`config.mk`:
```
export PLATFORM = sky130hd
export DESIGN_NAME = div_seq
export DESIGN_NICKNAME = d
export VERILOG_FILES = /design/src/rtl/div_seq_pkg.sv /design/src/rtl/div_step.sv /design/src/rtl/div_seq.sv
export SDC_FILE = /design/constraint.sdc
export NUM_CORES = 1
export LEC_CHECK = 0
export BUFFER_PORTS_ARGS = -buffer_cell sky130_fd_sc_hd__buf_4
export CORE_AREA = 5 5 183 185
export CTS_BUF_LIST = sky130_fd_sc_hd__clkbuf_8
export CTS_CLUSTER_DIAMETER = 80
export DETAILED_ROUTE_END_ITERATION = 8
export DIE_AREA = 0 0 188 190
export GPL_TIMING_DRIVEN = 0
export PLACE_DENSITY = 0.48
export SLEW_MARGIN = 25
export SYNTH_ARGS = -nofsm -noshare
export SYNTH_HDL_FRONTEND = slang
export SYNTH_SLANG_ARGS = --single-unit
```
`constraint.sdc`:
```
create_clock -name cpu_clk_50M -period 4.2 [get_ports cpu_clk_50M]
set_clock_uncertainty 0.1 [all_clocks]
set_input_delay 0.21 -clock cpu_clk_50M [delete_from_list [all_inputs] [get_ports cpu_clk_50M]]
set_output_delay 0.21 -clock cpu_clk_50M [all_outputs]
set_load 0.05 [all_outputs]
```
`src/rtl/div_seq_pkg.sv`:
```
// div_seq_pkg -- shared definitions for the sequential divider.
//
// Contents:
//   div_state_e   : FSM state encodings (DIV_IDLE .. DIV_DONE)
//   DIV_ITER_NUM  : number of restoring shift-subtract steps (one per bit)
//   DIV_CNT_W     : width of the iteration counter
//   abs32()       : conditional two's-complement negation helper
package div_seq_pkg;

  localparam int DIV_ITER_NUM = 32;
  localparam int DIV_CNT_W    = 5;

  typedef enum logic [2:0] {
    DIV_IDLE = 3'd0,
    DIV_PREP = 3'd1,
    DIV_ITER = 3'd2,
    DIV_FIX  = 3'd3,
    DIV_DONE = 3'd4
  } div_state_e;

  // Negate v when neg is set. Used both for taking magnitudes and for the
  // final sign correction; 0x80000000 maps onto itself, which is exactly the
  // wrap behaviour wanted for 0x80000000 / -1.
  function automatic logic [31:0] abs32(input logic [31:0] v, input logic neg);
    return neg ? (~v + 32'd1) : v;
  endfunction

endpackage

```
`src/rtl/div_step.sv`:
```
// div_step -- one restoring shift-subtract step of an unsigned 32-bit divide.
//
// The partial remainder and the dividend/quotient word are treated as one
// 64-bit shift register {rem, quo}. Each step shifts it left by one; if the
// shifted remainder is at least the divisor it is reduced and a 1 enters the
// quotient, otherwise a 0 enters.
//
// Ports:
//   rem_in   in  32  partial remainder before this step
//   quo_in   in  32  dividend bits not yet consumed / quotient bits so far
//   divisor  in  32  divisor magnitude
//   rem_out  out 32  partial remainder after this step
//   quo_out  out 32  shifted quotient word with the new quotient bit in bit 0
import div_seq_pkg::*;

module div_step (
  input  logic [31:0] rem_in,
  input  logic [31:0] quo_in,
  input  logic [31:0] divisor,
  output logic [31:0] rem_out,
  output logic [31:0] quo_out
);

  // 33 bits: the shifted remainder can exceed 32 bits before subtraction.
  logic [32:0] shifted;
  logic        fits;

  assign shifted = {rem_in, quo_in[31]};
  assign fits    = (shifted >= {1'b0, divisor});

  always_comb begin
    rem_out = shifted[31:0];
    quo_out = {quo_in[30:0], 1'b0};
    if (fits) begin
      // Result is below the divisor, so the low 32 bits of the difference
      // are exact. A zero divisor always "fits", giving quotient all-ones
      // and remainder equal to the dividend.
      rem_out = shifted[31:0] - divisor;
      quo_out = {quo_in[30:0], 1'b1};
    end
  end

endmodule

```
`src/rtl/div_seq.sv`:
```
// div_seq -- multi-cycle 32-bit divider for the EXE stage (DIV / DIVU).
//
// Sequence after acceptance: PREP (take magnitudes, 1 cycle), ITER (32
// restoring steps), FIX (sign correction, results registered), DONE (1-cycle
// result strobe, stall released so EXE advances). The pipeline stall is held
// from the request cycle through FIX.
//
// Configuration macro DIV_UNSIGNED_EN: when defined, div_signed_i selects
// signed/unsigned; when undefined, every operation is signed.
//
// Ports:
//   cpu_clk_50M     in  1   clock, rising edge
//   cpu_rst_n       in  1   asynchronous active-low reset
//   div_start_i     in  1   current EXE instruction is a divide (held in stall)
//   div_signed_i    in  1   1 = signed divide
//   div_src1_i      in  32  dividend
//   div_src2_i      in  32  divisor
//   div_annul_i     in  1   flush; abandons the operation in progress
//   stallreq_div_o  out 1   stall request
//   div_busy_o      out 1   FSM not idle
//   div_done_o      out 1   result-valid strobe (DONE state)
//   div_hi_o        out 32  remainder
//   div_lo_o        out 32  quotient
import div_seq_pkg::*;

module div_seq (
  input  logic        cpu_clk_50M,
  input  logic        cpu_rst_n,
  input  logic        div_start_i,
  input  logic        div_signed_i,
  input  logic [31:0] div_src1_i,
  input  logic [31:0] div_src2_i,
  input  logic        div_annul_i,
  output logic        stallreq_div_o,
  output logic        div_busy_o,
  output logic        div_done_o,
  output logic [31:0] div_hi_o,
  output logic [31:0] div_lo_o
);

  div_state_e           state;
  div_state_e           state_next;
  logic [DIV_CNT_W-1:0] cnt;
  logic                 accept;
  logic                 stall;
  logic                 last_iter;

  logic        signed_op;    // effective signedness of the request
  logic        sgn;          // latched signedness
  logic [31:0] rem;          // partial remainder
  logic [31:0] quo;          // dividend on accept, then magnitude, then quotient
  logic [31:0] dvs;          // divisor on accept, then its magnitude
  logic        neg_q;        // quotient must be negated in FIX
  logic        neg_r;        // remainder must be negated in FIX
  logic [31:0] step_rem;
  logic [31:0] step_quo;
  logic [31:0] hi;
  logic [31:0] lo;

`ifdef DIV_UNSIGNED_EN
  assign signed_op = div_signed_i;
`else
  logic unused_signed;
  assign unused_signed = div_signed_i;
  assign signed_op     = 1'b1;
`endif

  assign last_iter = (cnt == DIV_CNT_W'(DIV_ITER_NUM - 1));

  // ---------------------------------------------------------------- FSM
  always_ff @(posedge cpu_clk_50M or negedge cpu_rst_n) begin
    if (!cpu_rst_n) begin
      state <= DIV_IDLE;
    end else begin
      state <= state_next;
    end
  end

  always_comb begin
    state_next = state;
    stall      = 1'b0;
    accept     = 1'b0;
    case (state)
      DIV_IDLE: begin
        if (div_start_i && !div_annul_i) begin
          accept     = 1'b1;
          stall      = 1'b1;
          state_next = DIV_PREP;
        end
      end
      DIV_PREP: begin
        stall      = 1'b1;
        state_next = div_annul_i ? DIV_IDLE : DIV_ITER;
      end
      DIV_ITER: begin
        stall = 1'b1;
        if (div_annul_i) begin
          state_next = DIV_IDLE;
        end else if (last_iter) begin
          state_next = DIV_FIX;
        end
      end
      DIV_FIX: begin
        stall      = 1'b1;
        state_next = div_annul_i ? DIV_IDLE : DIV_DONE;
      end
      // DONE never re-accepts: the held start belongs to the instruction
      // that is just now leaving EXE.
      DIV_DONE: state_next = DIV_IDLE;
      default:  state_next = DIV_IDLE;
    endcase
  end

  // ---------------------------------------------------------------- datapath
  div_step u_step (
    .rem_in  (rem),
    .quo_in  (quo),
    .divisor (dvs),
    .rem_out (step_rem),
    .quo_out (step_quo)
  );

  always_ff @(posedge cpu_clk_50M or negedge cpu_rst_n) begin
    if (!cpu_rst_n) begin
      cnt   <= '0;
      sgn   <= 1'b0;
      rem   <= '0;
      quo   <= '0;
      dvs   <= '0;
      neg_q <= 1'b0;
      neg_r <= 1'b0;
      hi    <= '0;
      lo    <= '0;
    end else begin
      case (state)
        DIV_IDLE: begin
          if (accept) begin
            quo <= div_src1_i;
            dvs <= div_src2_i;
            sgn <= signed_op;
          end
        end
        DIV_PREP: begin
          quo   <= abs32(quo, sgn & quo[31]);
          dvs   <= abs32(dvs, sgn & dvs[31]);
          rem   <= '0;
          cnt   <= '0;
          neg_q <= sgn & (quo[31] ^ dvs[31]);
          neg_r <= sgn & quo[31];
        end
        DIV_ITER: begin
          rem <= step_rem;
          quo <= step_quo;
          cnt <= cnt + 1'b1;
        end
        DIV_FIX: begin
          // Results only move on the way into DONE; a flush here leaves
          // the previous HI/LO visible.
          if (!div_annul_i) begin
            lo <= abs32(quo, neg_q);
            hi <= abs32(rem, neg_r);
          end
        end
        default: ;
      endcase
    end
  end

  assign stallreq_div_o = stall;
  assign div_busy_o     = (state != DIV_IDLE);
  assign div_done_o     = (state == DIV_DONE);
  assign div_hi_o       = hi;
  assign div_lo_o       = lo;

endmodule

```
==> results.cfg, run 1 <==
[worst_setup_path]
path_common_cell = clkbuf_1
regToRegStartpoint = dvs[14]$_DFFE_PN0P_
r2r-end = rem[20]$_DFFE_PN0N_
max_stage_delay_ps = 530
arrival_ps = 4170
cp_data_required_time_ps = 4500
crit_family = compound AO/OA/AOI/OAI gates
reg2reg_depth = 13
cp_max_fo = 10
cp-end-kind = register
ff2ff_setup_slack_ps = 340
path_buf_inv = 4
worstSetupStartpointType = register
worstPathCellList = inv_1 > ha_1 > clkbuf_1 > a21o_1 > a31oi_1 > o2bb2ai_1 > a211oi_1 > o21a_1 > o21a_1 > clkbuf_1 > clkbuf_1 > a21oi_1 > a21oi_1
crit_type = register to register
crit_path_top_delay_cell = a211oi_1

[clock_tree]
root_buffer = clkbuf_8
cts_buffer_depth = 2
insertion_delay_ps = 490
clock_sinks = 171
clk_pin_slew_ps = 120
cts_setup_buffers = 0
cts-resized-gates = 0
ctsHtreeMaxLevel = 4
hold_buffers = 59
cts_tree = built
numCtsBuffers = 17

[cells_and_area]
n_antenna_cell = 0
multi_input_area_um2 = 6220
synthToLayoutAreaGrowth_pct = 23.4
drive_gt1_share_pct = 12.8
nets = 1629
nFillCells = 3260
regArea_um2 = 4280

[timing]
min_period_ps = 3860
setup_viol = 0
worst-slew-pin-transition_ps = 773
rsz0062_at_grt = false
slew_viol_final = 0
fmax_ghz = 0.259
tns_ps = 0
period_share_pct = 92.0
hold_slack_ps = 25.4
hold_viol_final = 0
max-slew-margin-rel_pct = 48.5
fin_ws_ps = 335

[yosys]
synth_cell_types = 69
syn-instance-count = 1308
synth_top_area_cell = dfrtp_1
ys_dominant_reg_cell = dfrtp_1
ys_seq_area_share_pct = 39.0
syn_area_um2 = 11000
synthTopCellsByArea = dfrtp_1, o21ai_0, nand2_1
yosys_register_bits = 171
syn_area_per_cell_um2 = 8.38
synth-warning-count = 0
netlist.area_leader.share_pct = 39.0
synth_edf_count = 0
synth_nets = 1415
async_flop_share_pct = 100

[detailed_routing]
routed_via_density = 5.44
drt-initial-drc-count = 703
ant_nets = 0
dr_total_vias = 10576
drc = 0
wirelength_um = 38700
detailedRoute.firstPassIterationCount = 5
routedWlPerCell_um = 19.9

[floorplanning]
die_area_um2 = 35700
die_y_um = 190
chipWidth_um = 188
io_pins = 136
coreArea_um2 = 31900
start_util_pct = 34.4
rows = 66

[min_path]
min_from = div_src1_i[0]
hold_path_end = quo[0]$_DFFE_PN0P_
hp-class = primary input to register
whs_path_depth = 3

[global_route]
first_global_vias = 10275
grt_overflow = 0
grt_pass1_wl_um = 61000
met2_usage_pct = 34.3
antenna_found_initial = 0
grt_util_met1_pct = 31.4
grt_use_total_pct = 21.5
top_usage_layer = met2
grt_max_degree = 74
use_met3_pct = 3.14

[placement]
post-place-ws_ps = 402
portBuffers = 134
dp_hpwl_um = 29400
place_congestion = 0.831

[power_and_ir_drop]
leakagePower_uw = 0.00595
ir_drop_mv = 0.241
power_density_nw_per_um2 = 592

[outcome]
status = finished, final reports clean

[flow_run]
cap_viol_max_count = 0
==> routing by layer <==
layer / wire (µm) / up-vias
met4: 439 / 0
met2: 17700 / 266
met1: 18900 / 5145
li1: - / 5141
met3: 1660 / 24
met5: 0 / -
==> worst register-to-register path, delay by kind of cell, from the launching register on <==
kind                       cells  cell delay, ps
AOI/OAI and AO/OA              8            1760
adders and majority gates      1             260
DFF                            1             430
buffers and inverters          4            1230
==> per-stage QoR <==
step,power (µW),instances,instance area (µm²),utilization [%]
6_report,8010,1943,13500,42.4
5_1_grt,8580,1943,13500,42.4
4_1_cts,8060,1943,13500,42.4
3_5_place_dp,6780,1852,12500,39.4
3_3_place_gp,6750,1850,12500,39.2
2_1_floorplan,5450,1308,11000,-
==> power breakdown <==
| part | switching [µW] | internal [µW] |
|---|---|---|
| logic | 2670 | 1410 |
| registers | 563 | 2150 |
| clock network | 671 | 546 |
| total | 3900 | 4110 |
==> cell usage after synthesis, types with 26 or more instances <==
cell / instances
a21oi_1: 76
a221oi_1: 26
clkbuf_1: 65
dfrtp_1: 171
ha_1: 37
inv_1: 44
nand2_1: 196
nor2_1: 59
nor3_1: 31
o21ai_0: 191
or3_1: 27
xnor2_1: 29
xor2_1: 64
==> sequential cells by signal, summed over array words and instances, names as in the netlist <==
register  count
div_hi_o     32
dvs          32
div_lo_o     32
cnt           5
sgn           1
neg_r         1
quo          32
rem          32
neg_q         1
state         3
==> final cells by class <==
class / instances / share of cell area (%)
plain buffers: 80 / 2.25
clock inverters: 14 / 1.08
clock buffers: 18 / 1.83
well taps: 408 / 3.77
repair buffers: 195 / 12.3
flip-flops and latches: 171 / 31.6
multi-input cells: 1013 / 45.9
inverters: 44 / 1.22
==> worst max path at each step <==
| stage | start | end | cells past startpoint | slack, ps |
|---|---|---|---|---|
| final | dvs[14]$_DFFE_PN0P_ | rem[20]$_DFFE_PN0N_ | 13 | 340 |
| after global routing | dvs[14]$_DFFE_PN0P_ | rem[20]$_DFFE_PN0N_ | 13 | 70 |
| after CTS | dvs[14]$_DFFE_PN0P_ | rem[20]$_DFFE_PN0N_ | 13 | 360 |
| after detailed placement | dvs[14]$_DFFE_PN0P_ | rem[20]$_DFFE_PN0N_ | 13 | 400 |
| after global placement | rem[13]$_DFFE_PN0N_ | rem[20]$_DFFE_PN0N_ | 12 | 400 |
| after floorplan | rem[0]$_DFFE_PN0N_ | div_hi_o[30]$_DFFE_PN0P_ | 11 | 1150 |
==> cells by family (layout without fill, tap and decap cells) <==
family / count (synthesis) / count (layout) / synth area share, %
AOI/OAI and AO/OA: 436 / 436 / 24.1
adders and majority gates: 38 / 38 / 4.40
and+or+nand+nor: 431 / 431 / 19.4
buffers and inverters: 124 / 351 / 4.28
muxes: 15 / 15 / 1.38
xor gates and xnor gates: 93 / 93 / 7.43
DFF: 171 / 171 / 39.0
==> layout by cell type, fill, tap and decap left out, types with 14 or more instances in the layout <==
cell type,Yosys,layout
a21o_1,18,18
a21oi_1,76,76
a221oi_1,26,26
buf_4,0,133
clkbuf_1,65,65
clkbuf_8,0,18
dfrtp_1,171,171
dlygate4sd3_1,0,59
ha_1,37,37
inv_1,44,45
mux2i_1,14,14
nand2_1,196,196
nand3_1,24,24
nor2_1,59,59
nor3_1,31,31
nor3b_1,24,24
o21ai_0,191,191
o22ai_1,19,19
or3_1,27,27
xnor2_1,29,29
xor2_1,64,64
(Power assumes the default switching activity.)
==> inputs of run 2 (changes only) <==
ABC_AREA = 1   (was not set)
CORE_AREA = 2 2 195 197   (was 5 5 183 185)
DIE_AREA = 0 0 197 199   (was 0 0 188 190)
==> results.cfg, run 2 <==
[outcome]
status = finished, final reports clean

[yosys]
ys_dominant_reg_cell = dfrtp_1
synth.most_common_cell = nand2_1
syn_area_um2 = 12900
syn_area_per_cell_um2 = 6.64
synth_top_area_cell = dfrtp_1
syn-instance-count = 1944
netlist.area_leader.share_pct = 33.2
synth-warning-count = 0
synth_cell_types = 52
yosys_register_bits = 171
synthTopCellsByArea = dfrtp_1, nand2_1, inv_1
synth_nets = 2051
synth_edf_count = 0
synthTopCellsByCount = nand2_1, inv_1, nand3_1, nor2_1, dfrtp_1
ys_seq_area_share_pct = 33.2
async_flop_share_pct = 100

[clock_tree]
cts_setup_buffers = 0
hold_buffers = 65
root_buffer = clkbuf_8
ctsHtreeMaxLevel = 4
clk_pin_slew_ps = 110
insertion_delay_ps = 530
numCtsBuffers = 17
clock_sinks = 171
cts-resized-gates = 0
cts_buffer_depth = 2
cts_tree = built

[placement]
place_congestion = 0.914
dp_hpwl_um = 40900
portBuffers = 134

[worst_setup_path]
cp_data_required_time_ps = 4500
path_common_cell = nand2_1
cp-end-kind = register
worstSetupStartpointType = register
crit_type = register to register
max_stage_delay_ps = 450
cp_max_fo = 6
worstPathCellList = inv_1 > ha_1 > inv_1 > fa_1 > nand3_1 > nand3_1 > nand2_1 > nand2_1 > nand3_1 > nand2_1 > xor2_1 > nand2_1 > nand3_1 > nand2_1
crit_path_top_delay_cell = fa_1
arrival_ps = 3050

[timing]
period_share_pct = 65.3
rsz0062_at_grt = false
hold_viol_final = 0
setup_viol = 0
tns_ps = 0
fmax_ghz = 0.365
worst-slew-pin-transition_ps = 939
min_period_ps = 2740
max-slew-margin-rel_pct = 37.4
slew_viol_final = 0

[cells_and_area]
nets = 2271
drive_gt1_share_pct = 11.3
synthToLayoutAreaGrowth_pct = 21.0
final_cell_mix = nand2_1, inv_1, nand3_1
final_common_cell = nand2_1
n_antenna_cell = 0

[detailed_routing]
wirelength_um = 51600
drc = 0
ant_nets = 0
routed_via_density = 5.21
dr_total_vias = 13802
routedWlPerCell_um = 19.4
drt-initial-drc-count = 1077
detailedRoute.firstPassIterationCount = 5

[power_and_ir_drop]
power_density_nw_per_um2 = 724
power_uw = 11300
leakagePower_uw = 0.00806
ir_drop_mv = 0.273

[global_route]
grt_overflow = 0
grt_use_total_pct = 26.6
antenna_found_initial = 0
first_global_vias = 13207
grt_pass1_wl_um = 78900
grt_max_degree = 81

[floorplanning]
rows = 71
io_pins = 136
chipWidth_um = 197
die_y_um = 199
start_util_pct = 34.7
coreArea_um2 = 37100
die_area_um2 = 39200

[min_path]
hp-class = primary input to register

[flow_run]
cap_viol_max_count = 0
-- run 2: cell count changes in the layout (fill, tap and decap cells not counted), sizes merged, moves of 33 or more --
| cell | before | now |
|---|---|---|
| nor2 | 60 | 192 |
| o21ai | 205 | 116 |
| nand3 | 24 | 190 |
| or3 | 33 | 0 |
| nand2 | 196 | 586 |
| inv | 48 | 276 |
| clkbuf | 83 | 50 |
-- run 2: area by class of cell --
class	instances	area (µm²)
Buffer	68	353
Sequential cell	171	4280
Inverter	267	1000
Clock buffer	17	234
Clock inverter	15	166
Fill cell	4061	21500
Tap cell	474	593
Timing Repair Buffer	201	1720
Multi-Input combinational cell	1438	7270
-- run 2: worst max-delay path: cells and delay by family, from the launching register on --
kind,cells,cell delay [ps]
xor gates and xnor gates,1,280
DFF,1,440
and+or+nand+nor,9,870
buffers and inverters,2,290
adders and majority gates,2,640
-- run 2: stage by stage --
stage               instances  utilization, %  worst slack (ps)  cell area, µm²  hold WS (ps)
finish                   2651            42.0              1460           15600          20.7
detailed placement       2554            39.2              1510           14600         -1.27
floorplan                1944               -              2120           12900          -186
global placement         2552            39.0              1480           14500           311
global route             2651            42.0              1270           15600          41.3
CTS                      2651            42.0              1470           15600          9.01
-- run 2: worst paths after layout --
path / startpoint / to / slack (ps) / cells past startpoint
min in group asynchronous: cpu_rst_n / rem[31]$_DFFE_PN0N_ / 60 / 2
setup reg to reg: quo[31]$_DFFE_PN0P_ / rem[16]$_DFFE_PN0N_ / 1460 / 14
max in group asynchronous: cpu_rst_n / dvs[14]$_DFFE_PN0P_ / 2860 / 4
hold reg to reg: div_hi_o[19]$_DFFE_PN0P_ / div_hi_o[19]$_DFFE_PN0P_ / 390 / 2
hold / removal: div_src2_i[15] / dvs[15]$_DFFE_PN0P_ / 20 / 3
setup / recovery: quo[31]$_DFFE_PN0P_ / rem[16]$_DFFE_PN0N_ / 1460 / 14
-- run 2: cells by family after synthesis --
logic type      after synthesis  synth area share [%]
compound gates              293                  13.8
flops                       171                  33.2
simple gates               1046                  34.7
fa+ha+maj                    38                  3.74
buf+inv                     335                  10.5
xor+xnor                     61                  4.14
-- run 2: where the power goes --
part / internal (µW) / leakage, µW / switching [µW] / total, µW
combinational: 2100 / 0.00572 / 5010 / 7110
sequential: 2310 / 0.00214 / 639 / 2950
clock: 455 / 0.000204 / 793 / 1250
-- run 2: layer usage --
| layer | GRT usage [%] | vias to the layer above | routed length (µm) |
|---|---|---|---|
| met1 | 37.7 | 6548 | 24800 |
| met4 | 6.71 | 0 | 1010 |
| met5 | 0 | - | 0 |
| li1 | - | 6776 | - |
| met2 | 43.4 | 413 | 23700 |
| met3 | 2.76 | 65 | 2070 |
